<file path="src/rtl/kws_pkg.sv">
// +--------------------------------------------------------------------------+
// | kws_pkg : shared op codes and scheduler state encodings                  |
// | Rev 1.0                                                                  |
// +--------------------------------------------------------------------------+
`default_nettype none

package kws_pkg;

  localparam logic [1:0] SA_OP_MATMUL = 2'b00;
  localparam logic [1:0] SA_OP_CONV   = 2'b01;

  typedef enum logic [2:0] {
    ST_IDLE  = 3'd0,
    ST_SETUP = 3'd1,
    ST_RUN   = 3'd2,
    ST_DRAIN = 3'd3,
    ST_DONE  = 3'd4
  } sched_state_e;

  // Index width that stays legal (>=1 bit) for a count of one.
  function automatic int idx_w(input int n);
    return (n > 1) ? $clog2(n) : 1;
  endfunction

endpackage

`default_nettype wire

</file>
<file path="src/rtl/kws_systolic_sched_if.sv">
// +--------------------------------------------------------------------------+
// | kws_systolic_sched_if : requester / array bundle of the scheduler        |
// | Rev 1.0                                                                  |
// +--------------------------------------------------------------------------+
`default_nettype none

interface kws_systolic_sched_if #(
  parameter int NUM_REQ = 4,
  parameter int LEN_W   = 8
);
  logic [NUM_REQ-1:0]       req;
  logic [2*NUM_REQ-1:0]     req_op;
  logic [LEN_W*NUM_REQ-1:0] req_len;
  logic                     sa_ready;
  logic                     abort;
  logic [NUM_REQ-1:0]       gnt;
  logic                     systolic_en;
  logic [1:0]               systolic_op;
  logic [LEN_W-1:0]         beat_idx;
  logic [NUM_REQ-1:0]       job_done;
  logic                     job_abort;
  logic                     busy;

  modport master (
    output req, req_op, req_len, sa_ready, abort,
    input  gnt, systolic_en, systolic_op, beat_idx, job_done, job_abort, busy
  );

  modport slave (
    input  req, req_op, req_len, sa_ready, abort,
    output gnt, systolic_en, systolic_op, beat_idx, job_done, job_abort, busy
  );
endinterface

`default_nettype wire

</file>
<file path="src/rtl/kws_rr_arbiter.sv">
// +--------------------------------------------------------------------------+
// | kws_rr_arbiter : combinational round-robin pick from a rotating pointer  |
// | Rev 1.0                                                                  |
// +--------------------------------------------------------------------------+
`default_nettype none

module kws_rr_arbiter
  import kws_pkg::*;
#(
  parameter int N  = 4,
  parameter int IW = idx_w(N)
) (
  input  logic [N-1:0]  req,
  input  logic [IW-1:0] rr_ptr,
  output logic          valid,
  output logic [N-1:0]  gnt,
  output logic [IW-1:0] idx
);

  int pos;

  // First set bit at or above rr_ptr, wrapping past N-1 back to 0.
  always_comb begin
    valid = 1'b0;
    gnt   = '0;
    idx   = '0;
    pos   = 0;
    for (int off = 0; off < N; off++) begin
      pos = int'(rr_ptr) + off;
      if (pos >= N) pos = pos - N;
      if (!valid && req[pos[IW-1:0]]) begin
        valid               = 1'b1;
        gnt[pos[IW-1:0]]    = 1'b1;
        idx                 = pos[IW-1:0];
      end
    end
  end

endmodule

`default_nettype wire

</file>
<file path="src/rtl/kws_systolic_sched.sv">
// +--------------------------------------------------------------------------+
// | kws_systolic_sched : round-robin time-sharing of the systolic array      |
// | Rev 1.0                                                                  |
// +--------------------------------------------------------------------------+
`default_nettype none

module kws_systolic_sched
  import kws_pkg::*;
#(
  parameter int NUM_REQ      = 4,
  parameter int LEN_W        = 8,
  parameter int DRAIN_CYCLES = 3
) (
  input  logic                 clk,
  input  logic                 rst_n,
  kws_systolic_sched_if.slave  bus
);

  localparam int IW = idx_w(NUM_REQ);
  localparam int DW = idx_w(DRAIN_CYCLES);

  sched_state_e       state_q, state_d;
  logic [IW-1:0]      idx_q, idx_d;
  logic [IW-1:0]      rr_ptr_q, rr_ptr_d;
  logic [1:0]         op_q, op_d;
  logic [LEN_W-1:0]   len_q, len_d;
  logic [LEN_W-1:0]   beat_cnt_q, beat_cnt_d;
  logic [DW-1:0]      drain_cnt_q, drain_cnt_d;
  logic [NUM_REQ-1:0] gnt_q, gnt_d;
  logic               aborted_q, aborted_d;

  logic               arb_valid;
  logic [NUM_REQ-1:0] arb_gnt;
  logic [IW-1:0]      arb_idx;
  logic [1:0]         sel_op;
  logic [LEN_W-1:0]   sel_len;

  kws_rr_arbiter #(.N(NUM_REQ), .IW(IW)) u_arb (
    .req    (bus.req),
    .rr_ptr (rr_ptr_q),
    .valid  (arb_valid),
    .gnt    (arb_gnt),
    .idx    (arb_idx)
  );

  always_comb begin
    sel_op  = '0;
    sel_len = '0;
    for (int i = 0; i < NUM_REQ; i++) begin
      if (arb_idx == IW'(i)) begin
        sel_op  = bus.req_op[2*i +: 2];
        sel_len = bus.req_len[LEN_W*i +: LEN_W];
      end
    end
  end

  always_comb begin
    state_d     = state_q;
    idx_d       = idx_q;
    rr_ptr_d    = rr_ptr_q;
    op_d        = op_q;
    len_d       = len_q;
    beat_cnt_d  = beat_cnt_q;
    drain_cnt_d = drain_cnt_q;
    gnt_d       = gnt_q;
    aborted_d   = aborted_q;
    unique case (state_q)
      ST_IDLE: begin
        if (arb_valid) begin
          idx_d      = arb_idx;
          op_d       = sel_op;
          len_d      = sel_len;
          gnt_d      = arb_gnt;
          beat_cnt_d = '0;
          aborted_d  = 1'b0;
          state_d    = ST_SETUP;
        end
      end
      ST_SETUP: begin
        beat_cnt_d = '0;
        if (bus.abort) begin
          aborted_d = 1'b1;
          state_d   = ST_DONE;
        end else if (len_q == '0) begin
          state_d = ST_DONE;
        end else begin
          state_d = ST_RUN;
        end
      end
      ST_RUN: begin
        // Abort outranks a coinciding final-beat transfer.
        if (bus.abort) begin
          aborted_d = 1'b1;
          state_d   = ST_DONE;
        end else if (bus.sa_ready) begin
          beat_cnt_d = beat_cnt_q + 1'b1;
          if (beat_cnt_q == len_q - 1'b1) begin
            drain_cnt_d = '0;
            state_d     = ST_DRAIN;
          end
        end
      end
      ST_DRAIN: begin
        if (bus.abort) begin
          aborted_d = 1'b1;
          state_d   = ST_DONE;
        end else if (drain_cnt_q == DW'(DRAIN_CYCLES - 1)) begin
          state_d = ST_DONE;
        end else begin
          drain_cnt_d = drain_cnt_q + 1'b1;
        end
      end
      ST_DONE: begin
        rr_ptr_d = (idx_q == IW'(NUM_REQ - 1)) ? '0 : idx_q + 1'b1;
        gnt_d    = '0;
        state_d  = ST_IDLE;
      end
      default: state_d = ST_IDLE;
    endcase
  end

  always_ff @(posedge clk or negedge rst_n) begin
    if (!rst_n) begin
      state_q     <= ST_IDLE;
      idx_q       <= '0;
      rr_ptr_q    <= '0;
      op_q        <= SA_OP_MATMUL;
      len_q       <= '0;
      beat_cnt_q  <= '0;
      drain_cnt_q <= '0;
      gnt_q       <= '0;
      aborted_q   <= 1'b0;
    end else begin
      state_q     <= state_d;
      idx_q       <= idx_d;
      rr_ptr_q    <= rr_ptr_d;
      op_q        <= op_d;
      len_q       <= len_d;
      beat_cnt_q  <= beat_cnt_d;
      drain_cnt_q <= drain_cnt_d;
      gnt_q       <= gnt_d;
      aborted_q   <= aborted_d;
    end
  end

  assign bus.gnt         = gnt_q;
  assign bus.systolic_en = (state_q == ST_RUN);
  assign bus.systolic_op = (state_q == ST_IDLE) ? 2'b00 : op_q;
  assign bus.beat_idx    = (state_q == ST_RUN) ? beat_cnt_q : '0;
  assign bus.job_done    = (state_q == ST_DONE) ? gnt_q : '0;
  assign bus.job_abort   = (state_q == ST_DONE) && aborted_q;
  assign bus.busy        = (state_q != ST_IDLE);

endmodule

`default_nettype wire

</file>
<file path="src/flat_wrapper.sv">
// flat-port wrapper written by rule: the top's interface ports become plain ports
module kws_systolic_sched_flat import kws_pkg::*;
#(
  parameter int NUM_REQ      = 4,
  parameter int LEN_W        = 8,
  parameter int DRAIN_CYCLES = 3
)
  (clk, rst_n, bus_req, bus_req_op, bus_req_len, bus_sa_ready, bus_abort, bus_gnt, bus_systolic_en, bus_systolic_op, bus_beat_idx, bus_job_done, bus_job_abort, bus_busy);
  kws_systolic_sched_if #(.NUM_REQ(NUM_REQ), .LEN_W(LEN_W)) bus_i ();
  input  logic clk;
  input  logic rst_n;
  input wire logic [$bits(bus_i.req)-1:0] bus_req;
  input wire logic [$bits(bus_i.req_op)-1:0] bus_req_op;
  input wire logic [$bits(bus_i.req_len)-1:0] bus_req_len;
  input wire logic [$bits(bus_i.sa_ready)-1:0] bus_sa_ready;
  input wire logic [$bits(bus_i.abort)-1:0] bus_abort;
  output wire logic [$bits(bus_i.gnt)-1:0] bus_gnt;
  output wire logic [$bits(bus_i.systolic_en)-1:0] bus_systolic_en;
  output wire logic [$bits(bus_i.systolic_op)-1:0] bus_systolic_op;
  output wire logic [$bits(bus_i.beat_idx)-1:0] bus_beat_idx;
  output wire logic [$bits(bus_i.job_done)-1:0] bus_job_done;
  output wire logic [$bits(bus_i.job_abort)-1:0] bus_job_abort;
  output wire logic [$bits(bus_i.busy)-1:0] bus_busy;
  assign bus_i.req = bus_req;
  assign bus_i.req_op = bus_req_op;
  assign bus_i.req_len = bus_req_len;
  assign bus_i.sa_ready = bus_sa_ready;
  assign bus_i.abort = bus_abort;
  assign bus_gnt = bus_i.gnt;
  assign bus_systolic_en = bus_i.systolic_en;
  assign bus_systolic_op = bus_i.systolic_op;
  assign bus_beat_idx = bus_i.beat_idx;
  assign bus_job_done = bus_i.job_done;
  assign bus_job_abort = bus_i.job_abort;
  assign bus_busy = bus_i.busy;
  kws_systolic_sched #(.NUM_REQ(NUM_REQ), .LEN_W(LEN_W), .DRAIN_CYCLES(DRAIN_CYCLES)) u_core (.clk(clk), .rst_n(rst_n), .bus(bus_i));
endmodule
</file>
<file path="config.mk">
export PLATFORM = sky130hd
export DESIGN_NAME = kws_systolic_sched_flat
export DESIGN_NICKNAME = d
export VERILOG_FILES = /design/src/rtl/kws_pkg.sv /design/src/rtl/kws_systolic_sched_if.sv /design/src/rtl/kws_rr_arbiter.sv /design/src/rtl/kws_systolic_sched.sv /design/src/flat_wrapper.sv
export SDC_FILE = /design/constraint.sdc
export NUM_CORES = 1
export LEC_CHECK = 0
export ABC_AREA = 1
export CORE_MARGIN = 4
export CORE_UTILIZATION = 46
export CTS_CLUSTER_DIAMETER = 30
export DETAILED_ROUTE_END_ITERATION = 7
export PLACE_DENSITY = 0.78
export SYNTH_ARGS = -nofsm -noshare
export SYNTH_HDL_FRONTEND = slang
export SYNTH_SLANG_ARGS = --single-unit
</file>
<file path="constraint.sdc">
create_clock -name clk -period 2.2 [get_ports clk]
set_input_delay 0.22 -clock clk [delete_from_list [all_inputs] [get_ports clk]]
set_output_delay 0.22 -clock clk [all_outputs]
set_load 0.05 [all_outputs]
</file>
# Word-level counts from Yosys, hierarchy flattened
# Cells that the tools add are included.
dict set report totals {
  register_bits 32
  in_bits 48
  out_inout_bits 21
  elab_cells 149
}
dict set report classes {
  addsub 11
  magnitude_cmp 12
  eq_ne 20
  muxes 68
  bitwise_logic 3
  reduce_logical 26
}
# op count
set ops {}
lappend ops {{two-way mux 8 bit} 8}
lappend ops {{two-way mux 2 bit} 19}
lappend ops {{two-way mux 3 bit} 8}
lappend ops {{two-way mux 4 bit} 6}
lappend ops {{one-hot mux 8 bit (3 select lines)} 1}
lappend ops {{two-way mux 1 bit} 14}
lappend ops {{less-than comparator 2 x 3 -> 1 bit, second input constant} 4}
lappend ops {{OR 4 bit} 3}
lappend ops {{one-hot mux 3 bit (4 select lines)} 1}
lappend ops {{greater-or-equal comparator 3 bit, second input constant} 3}
lappend ops {{adder 8 x 1 -> 8 bit, second input constant} 1}
lappend ops {{binary-select mux 1 bit (select 2 bit)} 4}
lappend ops {{demux 1 bit (select 2 bit)} 4}
lappend ops {{equality test 2 bit, second input constant} 4}
lappend ops {{equality test 8 bit} 1}
lappend ops {{greater-or-equal comparator 2 x 1 -> 1 bit, second input constant} 4}
lappend ops {{logical AND 1 bit} 8}
lappend ops {{logical NOT 8 bit} 1}
lappend ops {{!= test 2 bit, second input constant} 4}
lappend ops {{one-hot mux 4 bit (2 select lines)} 1}
lappend ops {{AND reduction 4 bit} 2}
lappend ops {{subtractor 2 x 1 -> 2 bit, second input constant} 4}
lappend ops {{subtractor 8 x 1 -> 8 bit, second input constant} 1}
lappend ops {{adder 2 x 2 -> 3 bit, second input constant} 2}
lappend ops {{other kinds (21)} 32}

# Logic depth before layout (Yosys ltp)
# Gate-level depths: netlist of the first run.
dict set report depth {
  ltp_word 19
  ltp_mapped 14
  depth_no_buf 14
}

# Cells and area by module
# Synthesis of the first run repeated with hierarchy kept, for this count alone.
dict set report unflattened {
  cells_unflattened 379
  hier_area_um2 2697.6
}
# mod n_inst cells_each area_each_um2 seq_area_each_um2
set modules_own_cells {}
lappend modules_own_cells {kws_systolic_sched 1 305 2257.2 800.8}
lappend modules_own_cells {kws_rr_arbiter 1 74 440.4 0.0}

# Worst setup path after synthesis of the first run
# OpenSTA, ideal clock, no wires.
dict set report synth_path {
  kind {register -> output}
  startpoint {register u_core.state_q[2]}
  endpoint {output port bus_beat_idx[0]}
  arrival_time_ns 2.250
  required_ns 1.980
  setup_slack_ns -0.270
  path_stages_with_launch 6
  path_buffers 2
  path_cell_list {dfrtp_1 clkbuf_1 nor3_4 inv_1 clkbuf_1 nor2_1}
}
dict set report synth_between {
  elab_chain_len 2
}
# element line_no
set synth_rtl {}
lappend synth_rtl {{start, declared} kws_systolic_sched.sv:22} ;# sched_state_e state_q, state_d;
lappend synth_rtl {{start signal, assigned} kws_systolic_sched.sv:134} ;# state_q <= state_d;
lappend synth_rtl {{equality test 3 x 2 -> 1 bit} -}
lappend synth_rtl {{named net bus_systolic_en} flat_wrapper.sv:18} ;# output wire logic [$bits(bus_i.systolic_en)-1:0] bus_systolic_en;
lappend synth_rtl {{two-way mux 8 bit} kws_systolic_sched.sv:149} ;# assign bus.beat_idx = (state_q == ST_RUN) ? beat_cnt_q : '0;
lappend synth_rtl {{end, declared} flat_wrapper.sv:20} ;# output wire logic [$bits(bus_i.beat_idx)-1:0] bus_beat_idx;
# The timed path passes the listed nets, and every way through them passes these cells.

# Worst setup path in the final report of the first run
dict set report layout_path {
  startpoint {register u_core.state_q[1]}
  endpoint {output port bus_beat_idx[1]}
}
dict set report layout_between {
  elab_chain_len 2
}
# element line_no
set layout_rtl {}
lappend layout_rtl {{equality test 3 x 2 -> 1 bit} kws_systolic_sched.sv:149}
lappend layout_rtl {{two-way mux 8 bit} kws_systolic_sched.sv:149}
# Every way passes these cells.

==> results of run 1 <==
[cells by family (layout without fill, tap and decap cells)]
| logic type | Yosys count | in the layout |
|---|---|---|
| AND/OR/NAND/NOR | 236 | 238 |
| buffers and inverters | 65 | 144 |
| flip-flops | 32 | 32 |
| adder cells (fa/ha/maj) | 13 | 13 |
| AO/OA/AOI/OAI | 41 | 41 |
| XOR/XNOR | 14 | 14 |
[power by group through the flow]
| stage | clock [mW] | sequential, mW | combinational, mW |
|---|---|---|---|
| final | 0.480 | 0.957 | 4.22 |
| after global routing | 0.512 | 0.988 | 4.67 |
| after CTS | 0.491 | 0.960 | 3.95 |
| after detailed placement | 0 | 0.969 | 3.93 |
| after global placement | 0 | 0.961 | 3.80 |
| after floorplan | 0 | 1.02 | 3.11 |
[routing by layer]
| layer | vias to the layer above | GRT usage, % | wire (um) |
|---|---|---|---|
| met4 | 0 | 4.881 | 73 |
| met2 | 59 | 33.70 | 3531 |
| met3 | 8 | 2.916 | 327 |
| met5 | - | 0 | 0 |
| met1 | 1311 | 23.78 | 3201 |
| li1 | 1474 | - | - |
[sequential cells by signal, summed over array words and instances, names as in the netlist, 2 cells and up]
signal	count
u_core.state_q	3
u_core.drain_cnt_q	2
u_core.idx_q	2
u_core.op_q	2
u_core.beat_cnt_q	8
u_core.bus.gnt	4
u_core.len_q	8
u_core.rr_ptr_q	2
[area by class of cell]
| cell class | count | area (sq um) |
|---|---|---|
| multi-input combinational | 306 | 1891 |
| tap | 75 | 93.84 |
| fill | 538 | 2041 |
| inverter | 53 | 203.9 |
| sequential | 32 | 800.8 |
| clock buffer | 7 | 96.34 |
| timing repair buffer | 84 | 899.6 |
[layout by cell type, fill, tap and decap left out, types with 11 or more instances in the layout]
cell type,count
inv_1,46
nor2_2,11
nand3_2,17
nor2_1,54
nand3_1,36
buf_4,19
dfrtp_1,32
buf_12,11
ha_1,12
nand4_1,13
clkdlybuf4s50_1,51
o21ai_0,14
nand2_1,76
[per-stage QoR]
| stage | utilization, % | std cells | hold WS, ns | TNS (ns) |
|---|---|---|---|---|
| finish | 66.13 | 557 | 0.3401 | 0 |
| global route | 66.13 | 557 | 0.3734 | 0 |
| CTS | 64.53 | 551 | 0.3546 | 0 |
| detailed placement | 62.89 | 543 | 0.4851 | -0.3391 |
| global placement | 62.89 | 543 | 0.4692 | 0 |
| floorplan | - | 401 | -0.07559 | -0.5172 |
[worst min-delay path by stage]
stage,start,to,slack [ns],depth (start not counted)
2_1_floorplan,rst_n,u_core.aborted_q$_DFFE_PN0P_,-0.08,0
3_3_place_gp,u_core.drain_cnt_q[0]$_DFFE_PN0P_,u_core.drain_cnt_q[0]$_DFFE_PN0P_,0.47,2
3_5_place_dp,u_core.drain_cnt_q[0]$_DFFE_PN0P_,u_core.drain_cnt_q[0]$_DFFE_PN0P_,0.49,2
4_1_cts,rst_n,u_core.drain_cnt_q[1]$_DFFE_PN0P_,0.35,2
5_1_grt,rst_n,u_core.drain_cnt_q[1]$_DFFE_PN0P_,0.37,2
6_report,rst_n,u_core.drain_cnt_q[0]$_DFFE_PN0P_,0.34,2
[timing repair]
item | 4_1_cts | 5_1_grt
gates resized for setup | 3 | 7
gates cloned | 1 | 1
buffers inserted | 0 | 5
pin swaps | 1 | 5
endpoints found under the setup margin | 13 | 10
==> key figures, run 1 <==
Clock tree
  • Post-CTS Hold Buffers: 0
  • CTS tree: built
  • Clock sink count: 32
  • Clk_lat worst skew: 0.28 ns
  • Clk slew on worst S/H paths: 0.06 ns
  • Root buffer cell: clkbuf_8
  • H-tree depth: 2
  • CTS Buf Count: 5
  • Largest buffer count on any clock path: 2

Power and ir drop
  • Clock power frac: 8.5%
  • Sw Pwr: 3.010 mW
  • Cell Pwr Density: 1419 nW/um^2
  • Total chip power: 5.654 mW
  • Leakage: 1.804 nW
  • Worst IR Drop VDD: 0.9197 mV
  • Comb pwr share: 74.6%
  • Internal power: 2.644 mW
  • Seq pwr share: 16.9%
  • Sw frac: 53.24%

Setup path
  • FF-to-FF path depth: 13
  • Setup slack, reg-to-reg: 0.19 ns
  • R2R Path Start: u_core.rr_ptr_q[0]$_DFFE_PN0P_
  • Worst setup path endpoint: bus_beat_idx[1]
  • Worst setup path class: flop to output pin
  • Crit path depth: 6
  • Buf+Inv Stages, Crit Path: 4
  • Arr. time, crit path: 1.80 ns
  • Slowest cell on the critical path: nor3_4
  • CP top delay family: buffers and inverters
  • Max stage delay on crit path: 0.41 ns
  • R2R Path End: u_core.len_q[7]$_DFFE_PN0P_
  • CP most frequent cell: inv_1
  • CP cell instances: inv_1, nor3_4, inv_1, buf_4, nor2_2, buf_12
  • Crit path from: u_core.state_q[1]$_DFFE_PN0P_
  • CP startpoint kind: flop
  • CP endpoint kind: output pin
  • WP data required: 1.98 ns
  • Worst Path Max Fanout: 13

Global routing
  • Initial antenna violation count: 0
  • Largest net degree at the start of global routing: 33
  • Number of global-route vias before repair: 2741
  • GRT Total Usage: 18.92%
  • First-pass GRT wire length: 11940 um
  • Grt ovf: 0

Place
  • # port buffers: 68
  • Dpl hpwl: 5586 um
  • DP Area: 3790 sq um
  • GP Congestion: 0.8382
  • Placement Setup Slack: -0.05774 ns

Floorplanning
  • Initial core utilization: 48.42%
  • Num ports: 69
  • Die Y: 87.65 um
  • Core ar.: 6026 sq um
  • Die Width: 87.65 um
  • Die area: 7682 sq um
  • Row Count: 28

Timing
  • PnR worst setup slack: 0.1811 ns
  • Setup violators final: 0
  • Final Hold Vio Count: 0
  • Final period util: 91.77%
  • Rel. slew slack: 65.68%
  • Fin crit period: 2.019 ns
  • Fmax: 0.4953 GHz
  • Worst slew pin tran: 0.5132 ns
  • Clock Skews: 0.002481 ns
  • Final slew viol count: 0
  • RSZ-0062 raised after global routing: false

Hold path
  • Hold WC Path Type: primary input to async pin

Layout
  • Diodes inserted: 0
  • Post-layout net count: 543
  • Share of cells above drive strength 1: 21.58%
  • Area grow syn2layout: 36.58%
  • Final instance area: 3985 sq um

Synth
  • Syn nets: 462
  • Compound-Gate Fraction of Synth Area: 8.877%
  • Yosys top cell by area: dfrtp_1
  • Most common cell in the netlist: nand2_1
  • Mapped cell area: 2918 sq um
  • Unique cell type count in the Yosys netlist: 42
  • Synth Area in XOR/XNOR: 4.674%
  • Area contributors post-synth: dfrtp_1, nand2_1, nor2_1
  • Largest family of logic cells by synthesized area: simple AND/OR/NAND/NOR gates
  • Sequential fraction of the synthesis area: 27.44%
  • Synth Warn #: 0
  • Mux share of post-synthesis cell area: 0%
  • Synth Register Bits: 32
  • Post-synth top area share: 27.44%
  • EDFF count, synth: 0
  • Post-synth top cells: nand2_1, nor2_1, inv_1
  • Syn avg cell area: 7.276 sq um
  • Synth Area in Adders: 5.575%
  • Async set-reset flop share out of synthesis: 100.0%
  • Primary FF master, synth: dfrtp_1
  • Simple-Gate Fraction of Synth Area: 43.18%
  • Post-Synthesis Cells: 401

Route
  • Routed WL per cell: 12.81 um
  • Vias per inst: 5.120
  • Vias: 2852
  • DRC Markers: 0
  • Drt first-iter violations: 95
  • Total Wirelength: 7133 um
  • Detail Route Antenna Nets: 0
  • TritonRoute pass-1 iters: 4

Outcome
  • Status: completed

Run
  • Max-cap violations: 0
No activity file was read; power rests on OpenSTA's default activity.
==> run 2: changes to the inputs <==
--- a/config.mk
+++ b/config.mk
@@ -6,11 +6,11 @@
 export NUM_CORES = 1
 export LEC_CHECK = 0
 export ABC_AREA = 1
-export CORE_MARGIN = 4
-export CORE_UTILIZATION = 46
+export CORE_ASPECT_RATIO = 1.4
+export CORE_MARGIN = 2
+export CORE_UTILIZATION = 30
 export CTS_CLUSTER_DIAMETER = 30
 export DETAILED_ROUTE_END_ITERATION = 7
-export PLACE_DENSITY = 0.78
 export SYNTH_ARGS = -nofsm -noshare
 export SYNTH_HDL_FRONTEND = slang
 export SYNTH_SLANG_ARGS = --single-unit
==> run 2 against run 1 <==
Die area grew 37%. First-iteration DRC count shrank 3.2%. Flip-flop and latch count is the same. Maximum frequency shrank 1.4%. Critical path type is now flop to flop.
==> key figures, run 2 (synthesized netlist as in run 1, its figures left out) <==
Setup path
  • Max stage delay on crit path: 0.39 ns (-0.02 ns)
  • CP cell instances: inv_2, ha_2, inv_2, nand3_2, nand2_4, nand4_1, or2_4, nand2_1, nor2_2, buf_12, nand3_1, o21ai_2
  • Buf+Inv Stages, Crit Path: 3 (-1)
  • Slowest cell on the critical path: dfrtp_1
  • WP data required: 2.37 ns (+0.39 ns)
  • CP endpoint kind: flop
  • Worst Path Max Fanout: 12 (-1)
  • Worst setup path class: flop to flop
  • CP top delay family: simple AND/OR/NAND/NOR gates
  • Arr. time, crit path: 2.21 ns (+0.41 ns)
  • CP most frequent cell: inv_2
  • CP startpoint kind: flop

Route
  • Vias: 2850 (-0.070%)
  • Vias per inst: 4.806 (-6.1%)
  • TritonRoute pass-1 iters: 4 (unchanged)
  • Routed WL per cell: 13.14 um (+2.6%)
  • Drt first-iter violations: 92 (-3.2%)
  • DRC Markers: 0 (unchanged)
  • Detail Route Antenna Nets: 0 (unchanged)
  • Total Wirelength: 7792 um (+9.2%)

Place
  • GP Congestion: 0.8061 (-3.8%)
  • # port buffers: 68 (unchanged)
  • DP Area: 3906 sq um (+3.1%)
  • Dpl hpwl: 6001 um (+7.4%)
  • Placed Instances: 581 (+7.0%)

Timing
  • Fmax: 0.4883 GHz (-1.4%)
  • Final slew viol count: 0 (unchanged)
  • Setup violators final: 0 (unchanged)
  • Fin crit period: 2.048 ns (+0.02918 ns)
  • Worst slew pin tran: 0.5847 ns (+0.07154 ns)
  • Final Hold Vio Count: 0 (unchanged)
  • RSZ-0062 raised after global routing: false
  • Final period util: 93.09% (+1.3 points)
  • Clock Skews: 0.006572 ns (+0.004091 ns)
  • Rel. slew slack: 60.97% (-4.7 points)

Layout
  • Final Util: 43.92% (-22 points)
  • Most common cell after layout, fill and taps aside: nand2_1
  • Final instance area: 4154 sq um (+4.2%)
  • Multi-input gate area: 1887 sq um (-0.20%)
  • Most frequent cells in the layout: nand2_1, nor2_1, clkdlybuf4s50_1
  • Diodes inserted: 0 (unchanged)
  • Layout Cells excl Fill: 593 (+6.5%)
  • Fillers: 951 (+77%)
  • Share of cells above drive strength 1: 21.74% (+0.16 points)
  • Area grow syn2layout: 42.37%
  • Post-layout net count: 543 (unchanged)
  • Register Area: 800.8 sq um (unchanged)

Run
  • Max-cap violations: 0 (unchanged)

Global routing
  • GRT Total Usage: 15.02% (-3.9 points)
  • Initial antenna violation count: 0 (unchanged)
  • Number of global-route vias before repair: 2896 (+5.7%)
  • First-pass GRT wire length: 12910 um (+8.1%)
  • Largest net degree at the start of global routing: 33 (unchanged)
  • Grt ovf: 0 (unchanged)

Clock tree
  • CTS Buf Count: 5 (unchanged)
  • Clock sink count: 32 (unchanged)
  • CTS tree: built
  • Largest buffer count on any clock path: 2 (unchanged)
  • Clk_lat worst skew: 0.28 ns (about the same)
  • Post-CTS Hold Buffers: 0 (unchanged)
  • Clk slew on worst S/H paths: 0.05 ns (about the same)
  • H-tree depth: 2 (unchanged)
  • Root buffer cell: clkbuf_16

Floorplanning
  • Initial core utilization: 30.85% (-18 points)
  • Die Y: 120.7 um (+38%)
  • Die area: 10540 sq um (+37%)
  • Core ar.: 9459 sq um (+57%)
  • Die Width: 87.35 um (-0.34%)
  • Row Count: 42 (+50%)
  • Num ports: 69 (unchanged)

Outcome
  • Status: completed

Power and ir drop
  • Total chip power: 6.073 mW (+7.4%)
  • Worst IR Drop VDD: 0.6900 mV (-25%)
  • Cell Pwr Density: 1462 nW/um^2 (+3.1%)
  • Leakage: 1.850 nW (+2.5%)

Hold path
  • Hold WC Path Type: primary input to async pin
-- run 2: cell types whose count changed in the layout (fill, tap and decap cells not counted) --
cell	previous run	this run
ha_2	0	1
buf_4	19	14
nand2_4	4	3
ha_4	1	0
nand2_2	5	6
bufinv_16	0	1
buf_12	11	15
clkbuf_8	7	2
clkbuf_16	0	5
nor2_4	5	6
-- run 2: worst paths after layout --
| check | startpoint | endpoint | slack, ns | cells past startpoint |
|---|---|---|---|---|
| max | u_core.rr_ptr_q[1]$_DFFE_PN0P_ | u_core.beat_cnt_q[0]$_DFFE_PN0P_ | 0.15 | 12 |
| min | rst_n | u_core.bus.gnt[0]$_DFFE_PN0P_ | 0.36 | 2 |
| max reg2reg | u_core.rr_ptr_q[1]$_DFFE_PN0P_ | u_core.beat_cnt_q[0]$_DFFE_PN0P_ | 0.15 | 12 |
| min reg2reg | u_core.idx_q[1]$_DFFE_PN0P_ | u_core.idx_q[1]$_DFFE_PN0P_ | 0.49 | 2 |
| max in group asynchronous | rst_n | u_core.state_q[0]$_DFFE_PN0P_ | 1.54 | 2 |
| min in group clk | u_core.idx_q[1]$_DFFE_PN0P_ | u_core.idx_q[1]$_DFFE_PN0P_ | 0.49 | 2 |
-- run 2: area by class of cell --
type / count / area share [%]
inverter: 53 / 4.910
tap: 110 / 3.313
timing repair buffer: 83 / 22.68
clock buffer: 7 / 3.675
sequential: 32 / 19.28
multi-input combinational: 307 / 45.42
clock inverter: 1 / 0.7229
-- run 2: timing repair --
item | 4_1_cts | 5_1_grt
cloned | 1 | 2
resized for setup | 3 | 6
endpoints found under the setup margin | 12 | 15
setup buffers | 0 | 1
pin swaps | 1 | 6
-- run 2: per-stage QoR --
step / setup TNS (ns) / hold WS, ns / setup slack, ns
after global routing: 0 / 0.4062 / 0.001619
after detailed placement: -0.3496 / 0.4776 / -0.06376
after CTS: 0 / 0.3803 / 0.05803
after floorplan: -0.5172 / -0.07559 / -0.06465
after global placement: -0.04330 / 0.4688 / -0.01950
final: 0 / 0.3554 / 0.1519
-- run 2: worst reg2reg max path, delay by kind of cell, from the launching register on --
family                     cells  cell delay (ns)
and+or+nand+nor                7             0.90
buffers and inverters          3             0.29
DFF                            1             0.39
AOI/OAI and AO/OA              1             0.06
adders and majority gates      1             0.29
-- run 2: metal layers --
metal | GRT usage, % | wire, um
met5 | 0 | 0
met4 | 5.769 | 161
met3 | 2.457 | 291
met2 | 27.23 | 4036
met1 | 17.17 | 3302
-- run 2: where the power goes --
part | internal [mW] | total [mW] | switching, mW
combinational | 1.57 | 4.24 | 2.67
sequential | 0.798 | 0.969 | 0.171
clock | 0.596 | 0.866 | 0.270
total | 2.96 | 6.07 | 3.11
==> run 3: changes to the inputs <==
--- a/config.mk
+++ b/config.mk
@@ -8,7 +8,7 @@
 export ABC_AREA = 1
 export CORE_ASPECT_RATIO = 1.4
 export CORE_MARGIN = 2
-export CORE_UTILIZATION = 30
+export CORE_UTILIZATION = 35
 export CTS_CLUSTER_DIAMETER = 30
 export DETAILED_ROUTE_END_ITERATION = 7
 export SYNTH_ARGS = -nofsm -noshare
==> run 3 against run 2 <==
First-iteration DRC count up 9.8%. Clock power down 2.5%. Combinational power about the same. Non-clock buffer count up 2. Critical path type unchanged. Register-to-register slack better by 0.03 ns. Highest routed layer unchanged. Cell area down 0.93%. Critical path depth up 1. Via count down 1.1%.
==> key figures, run 3 (synthesized netlist as in run 1, its figures left out) <==
Hold path
  • Hold WC Path Type: primary input to async pin

Global routing
  • First-pass GRT wire length: 12060 um (-6.6%)
  • Number of global-route vias before repair: 2670 (-7.8%)
  • Met3 usage: 2.251% (-0.21 points)
  • GRT Total Usage: 16.63% (+1.6 points)
  • Largest net degree at the start of global routing: 33 (unchanged)
  • Top Usage Layer GRT: met2
  • Grt ovf: 0 (unchanged)
  • M2 GR Usage: 30.47% (+3.2 points)
  • Met1 usage: 19.58% (+2.4 points)
  • Initial antenna violation count: 0 (unchanged)

Setup path
  • Worst setup path endpoint: u_core.beat_cnt_q[0]$_DFFE_PN0P_
  • R2R Path Start: u_core.rr_ptr_q[1]$_DFFE_PN0P_
  • CP cell instances: inv_2, ha_4, inv_1, nand3_2, nand2_2, inv_2, nand4_1, or2_4, nand2_1, nor2_2, buf_12, nand3_1, o21ai_2
  • Arr. time, crit path: 2.18 ns (-0.03 ns)
  • Worst setup path class: flop to flop
  • WP data required: 2.36 ns (about the same)
  • CP endpoint kind: flop
  • Slowest cell on the critical path: dfrtp_1
  • Setup slack, reg-to-reg: 0.18 ns (+0.03 ns)
  • Max stage delay on crit path: 0.37 ns (-0.02 ns)
  • CP startpoint kind: flop
  • CP most frequent cell: inv_2
  • FF-to-FF path depth: 13 (+1)
  • R2R Path End: u_core.beat_cnt_q[0]$_DFFE_PN0P_
  • Worst Path Max Fanout: 12 (unchanged)
  • Crit path from: u_core.rr_ptr_q[1]$_DFFE_PN0P_

Floorplanning
  • Core ar.: 8149 sq um (-14%)
  • Die Width: 81.17 um (-7.1%)
  • Initial core utilization: 35.81% (+5.0 points)
  • Num ports: 69 (unchanged)
  • Die Y: 112.0 um (-7.2%)
  • Row Count: 39 (-7.1%)
  • Die area: 9093 sq um (-14%)

Clock tree
  • CTS Buf Count: 5 (unchanged)
  • Clock sink count: 32 (unchanged)
  • CTS tree: built
  • Clk slew on worst S/H paths: 0.05 ns (about the same)
  • Post-CTS Hold Buffers: 0 (unchanged)
  • Root buffer cell: clkbuf_16
  • Clk_lat worst skew: 0.28 ns (about the same)
  • Largest buffer count on any clock path: 2 (unchanged)
  • H-tree depth: 2 (unchanged)

Route
  • Routed WL per cell: 12.58 um (-4.3%)
  • Detail Route Antenna Nets: 0 (unchanged)
  • Drt first-iter violations: 101 (+9.8%)
  • Vias per inst: 4.801 (-0.11%)
  • Vias: 2818 (-1.1%)
  • DRC Markers: 0 (unchanged)
  • TritonRoute pass-1 iters: 4 (unchanged)
  • Total Wirelength: 7384 um (-5.2%)

Power and ir drop
  • Internal power: 2.971 mW (+0.39%)
  • Worst IR Drop VDD: 0.7303 mV (+5.8%)
  • Cell Pwr Density: 1467 nW/um^2 (+0.33%)
  • Sw frac: 50.78% (-0.49 points)
  • Comb pwr share: 70.1% (+0.3 points)
  • Sw Pwr: 3.066 mW (-1.6%)
  • Seq pwr share: 15.9% (about the same)
  • Leakage: 1.850 nW (about the same)
  • Clock power frac: 14.0% (-0.3 points)

Place
  • Dpl hpwl: 5720 um (-4.7%)
  • GP Congestion: 0.8555 (+6.1%)
  • DP Area: 3854 sq um (-1.3%)
  • Placed Instances: 574 (-1.2%)
  • # port buffers: 68 (unchanged)

Timing
  • Fmax: 0.4950 GHz (+1.4%)
  • Final slew viol count: 0 (unchanged)
  • RSZ-0062 raised after global routing: false
  • Rel. slew slack: 65.99% (+5.0 points)
  • Worst slew pin tran: 0.5036 ns (-0.08114 ns)
  • Final period util: 91.82% (-1.3 points)
  • Clock Skews: 0.002379 ns (-0.004193 ns)
  • Fin crit period: 2.020 ns (-0.02800 ns)
  • Final Hold Vio Count: 0 (unchanged)
  • Setup violators final: 0 (unchanged)

Layout
  • Fillers: 782 (-18%)
  • Most common cell after layout, fill and taps aside: nand2_1
  • Area grow syn2layout: 41.04%
  • Register Area: 800.8 sq um (unchanged)
  • Diodes inserted: 0 (unchanged)
  • Most frequent cells in the layout: nand2_1, nor2_1, clkdlybuf4s50_1
  • Share of cells above drive strength 1: 21.65% (-0.090 points)
  • Layout Cells excl Fill: 587 (-1.0%)
  • Post-layout net count: 545 (+0.37%)
  • Multi-input gate area: 1892 sq um (+0.26%)
  • Final instance area: 4115 sq um (-0.93%)

Outcome
  • Status: completed

Run
  • Max-cap violations: 0 (unchanged)
run 3: cell count changes in the layout (fill, tap and decap cells not counted), sizes merged:
cell    delta
inv        -1
clkinv     +1
buf        +2
run 3: critical path, delay by kind of cell, from the launching register on:
family,cells,cell delay (ns)
and+or+nand+nor,7,0.84
DFF,1,0.37
buffers and inverters,4,0.33
adders and majority gates,1,0.29
AOI/OAI and AO/OA,1,0.06
run 3: cell type report:
class | instances | area share (%)
repair buffers | 85 | 22.04
clock inverters | 1 | 0.7297
flip-flops and latches | 32 | 19.46
inverters | 53 | 4.986
clock buffers | 7 | 3.709
well taps | 102 | 3.101
multi-input cells | 307 | 45.97
run 3: worst min path at each step:
stage                                       from                                end  slack [ns]  depth (start not counted)
2_1_floorplan                              rst_n       u_core.aborted_q$_DFFE_PN0P_       -0.08                          0
3_3_place_gp   u_core.drain_cnt_q[0]$_DFFE_PN0P_  u_core.drain_cnt_q[0]$_DFFE_PN0P_        0.47                          2
3_5_place_dp   u_core.drain_cnt_q[0]$_DFFE_PN0P_  u_core.drain_cnt_q[0]$_DFFE_PN0P_        0.48                          2
4_1_cts                                    rst_n  u_core.drain_cnt_q[0]$_DFFE_PN0P_        0.38                          2
5_1_grt                                    rst_n  u_core.drain_cnt_q[0]$_DFFE_PN0P_        0.41                          2
6_report                                   rst_n  u_core.drain_cnt_q[0]$_DFFE_PN0P_        0.35                          2
run 3: per-layer routing:
layer	vias up	part of all wire [%]
li1	1477	-
met1	1281	41
met2	50	54
met3	10	3.3
met4	0	1.5
met5	-	0
run 3: power by group through the flow:
stage | clock (mW) | sequential [mW] | combinational, mW
floorplan | 0 | 1.02 | 3.11
global placement | 0 | 0.963 | 3.93
detailed placement | 0 | 0.969 | 3.98
CTS | 0.862 | 0.961 | 4.00
global route | 0.886 | 0.991 | 4.70
finish | 0.844 | 0.961 | 4.23
run 3: what timing repair did:
| item | 4_1_cts | 5_1_grt |
|---|---|---|
| buffers inserted | 0 | 2 |
| pin swaps | 1 | 7 |
| gates resized for setup | 3 | 5 |
| endpoints found under the setup margin | 12 | 17 |
| gates cloned | 1 | 2 |
run 3: metrics by stage:
step	setup TNS (ns)	utilization [%]	hold slack, ns	worst slack [ns]	total power, mW
CTS	0	49.56	0.3792	0.07294	5.823
finish	0	50.50	0.3537	0.1799	6.037
global placement	-0.01575	47.29	0.4688	-0.01432	4.889
detailed placement	-0.1968	47.29	0.4764	-0.04424	4.949
global route	0	50.50	0.4050	0.006018	6.578
floorplan	-0.5172	-	-0.07559	-0.06465	4.133
==> variant, RTL diff (settings of run 2) <==
`NUM_REQ` is set to 4 in 3 places; all go to 8.
--- a/src/rtl/kws_systolic_sched_if.sv
+++ b/src/rtl/kws_systolic_sched_if.sv
@@ -7,3 +7,3 @@
 interface kws_systolic_sched_if #(
-  parameter int NUM_REQ = 4,
+  parameter int NUM_REQ = 8,
   parameter int LEN_W   = 8
--- a/src/rtl/kws_systolic_sched.sv
+++ b/src/rtl/kws_systolic_sched.sv
@@ -9,3 +9,3 @@
 #(
-  parameter int NUM_REQ      = 4,
+  parameter int NUM_REQ      = 8,
   parameter int LEN_W        = 8,
--- a/src/flat_wrapper.sv
+++ b/src/flat_wrapper.sv
@@ -3,3 +3,3 @@
 #(
-  parameter int NUM_REQ      = 4,
+  parameter int NUM_REQ      = 8,
   parameter int LEN_W        = 8,
Ports: changed (5 resized); port bits go from 69 to 121. The function was not compared with the original's and may differ.
==> variant against run 2 <==
The flow now finishes with violations (negative setup slack). Via count up 87%. Worst setup slack lost 0.88 ns. Die area rose by 35%. Sequential cell count increased by 6. Non-clock buffer count grew 156. Global-route usage grew 7.9 points. Wire length up 110%. Synthesized area increased by 36%. Design area up 77%. Critical path type unchanged.
Power is not shown: default switching activity piles up to over one toggle a cycle in this logic, so the estimate is an artifact.
==> variant: results (changes against run 2) <==
[setup_path]
crit_arrival_ns = 3.11  ; +0.90 ns
cp_max_fo = 7  ; -5
r2r-start = u_core.rr_ptr_q[1]$_DFFE_PN0P_
reg2reg_depth = 19  ; +7
r2r_end = u_core.op_q[1]$_DFFE_PN0P_

[placed_design]
hpwl_um = 12700  ; +110%
gp_congestion = 0.914  ; +13%
port_buffers = 120  ; +76%

[sta]
setup_viol = 33  ; +33
slew_headroom = 0.412  ; -0.198
layout_setup_ws_ns = -0.729  ; -0.881 ns
fin_skew_ns = 0.00359  ; -0.00298 ns
hold-worst-slack_ns = 0.0627  ; -0.293 ns

[finish]
layout-drive-gt1-share = 0.335  ; +0.117
fillerInstances = 1186  ; +25%
num_antenna_cells = 0  ; unchanged
final_nets = 978  ; +80%

[clocking]
clock_latency_ns = 0.28  ; about the same
clk_pin_slew_ns = 0.06
htree_levels = 2  ; unchanged

[route]
wirelength_um = 16400  ; +110%
drt_iter0_drc = 247  ; +170%
avgViaCountPerCell = 5.06  ; +5.4%
drt_pass1_iterations = 5  ; +1

[synthesis]
ys_top_cells_by_count = nand2_1 (157), nor2_1 (107), nand3_1 (74)
synth_nets = 747  ; +62%
yosysSeqAreaShare = 0.239  ; -0.0356
ys_types = 40  ; -4.8%
netlist_top_cells_area = dfrtp_1 (24%), nand2_1 (15%), nor2_1 (10%), nand3_1 (9.3%), inv_1 (6.1%)
synth_warnings = 0  ; unchanged
ys.flop_type = dfrtp_1

[grt]
grt_usage = 0.230  ; +0.0794
grt_max_degree = 39  ; +18%
grt_util_met3 = 0.0235  ; -0.00112
grt_pass1_vias = 5525  ; +91%
use_met2 = 0.435  ; +0.163
use_met1 = 0.250  ; +0.0785
grt_pass1_wl_um = 26300  ; +100%

[worst_hold_path]
min_path_type = input pin to async pin

[run_status]
violations = negative setup slack
outcome = finished, violations left

## variant: changes by cell type after synthesis, sizes merged, moves of 8 or more
cell	delta
nand2	+78
nor2	+47
nand3	+24
inv	+23
a21oi	+18
nor3	+15
o22ai	+12
a2111oi	+10
o221ai	+8
## variant: metrics by stage
stage          cells  TNS (ns)  area, um2  setup slack, ns
3_3_place_gp    1017    -17.18       6410           -0.736
2_1_floorplan    643    -13.91       4200           -0.643
3_5_place_dp    1017    -18.31       6410           -0.792
6_report        1053    -16.46       7330           -0.729
5_1_grt         1053    -22.88       7330           -0.947
4_1_cts         1043    -14.91       7010           -0.650
## variant: worst max-delay path by stage
stage,startpoint,endpoint
after floorplan,u_core.rr_ptr_q[0]$_DFFE_PN0P_,u_core.len_q[2]$_DFFE_PN0P_
after global placement,u_core.rr_ptr_q[0]$_DFFE_PN0P_,u_core.op_q[1]$_DFFE_PN0P_
after detailed placement,u_core.rr_ptr_q[0]$_DFFE_PN0P_,u_core.op_q[1]$_DFFE_PN0P_
after CTS,u_core.rr_ptr_q[1]$_DFFE_PN0P_,u_core.op_q[1]$_DFFE_PN0P_
after global routing,u_core.rr_ptr_q[1]$_DFFE_PN0P_,u_core.op_q[1]$_DFFE_PN0P_
final,u_core.rr_ptr_q[1]$_DFFE_PN0P_,u_core.op_q[1]$_DFFE_PN0P_
## variant: layer usage
metal  up-vias  wire length, um  share of wire
li1       2608                -              -
met1      2533             6120           0.37
met2       149             9120           0.56
met3        42              529          0.032
met4         0              601          0.037
met5         -                0              0
## variant: layout make-up
cell class | instances | area [um2] | area share
clock buffers | 5 | 125 | 0.0171
repair buffers | 239 | 2390 | 0.326
well taps | 178 | 223 | 0.0304
flip-flops and latches | 38 | 953 | 0.130
multi-input cells | 512 | 3260 | 0.444
clock inverters | 3 | 68.8 | 0.00939
inverters | 78 | 315 | 0.0430
## variant: repair_timing
item                       CTS  global route
setup buffers               16            10
gates cloned                 3             0
setup endpoints to repair   33            35
gates resized for setup     74            53
pin swaps                   34            35
## variant: critical path, stage by stage (launching register included)
cell	delay, ns
dfrtp_1	0.42
inv_2	0.09
ha_4	0.31
inv_8	0.10
nand3_4	0.08
nand3_2	0.09
nand2_2	0.06
nor2_4	0.16
nand4_4	0.11
nor2_4	0.23
nand4_1	0.18
buf_4	0.19
nand3_4	0.12
buf_6	0.12
nor3_4	0.04
buf_6	0.14
a21oi_2	0.12
nand4_1	0.14
nand2_1	0.08
nand2_1	0.04
## variant: cell families after synthesis
family	Yosys count	share of synthesized area
xor gates and xnor gates	10	0.0239
and+or+nand+nor	402	0.464
DFF	38	0.239
adders and majority gates	12	0.0377
AOI/OAI and AO/OA	87	0.137
buffers and inverters	94	0.0980
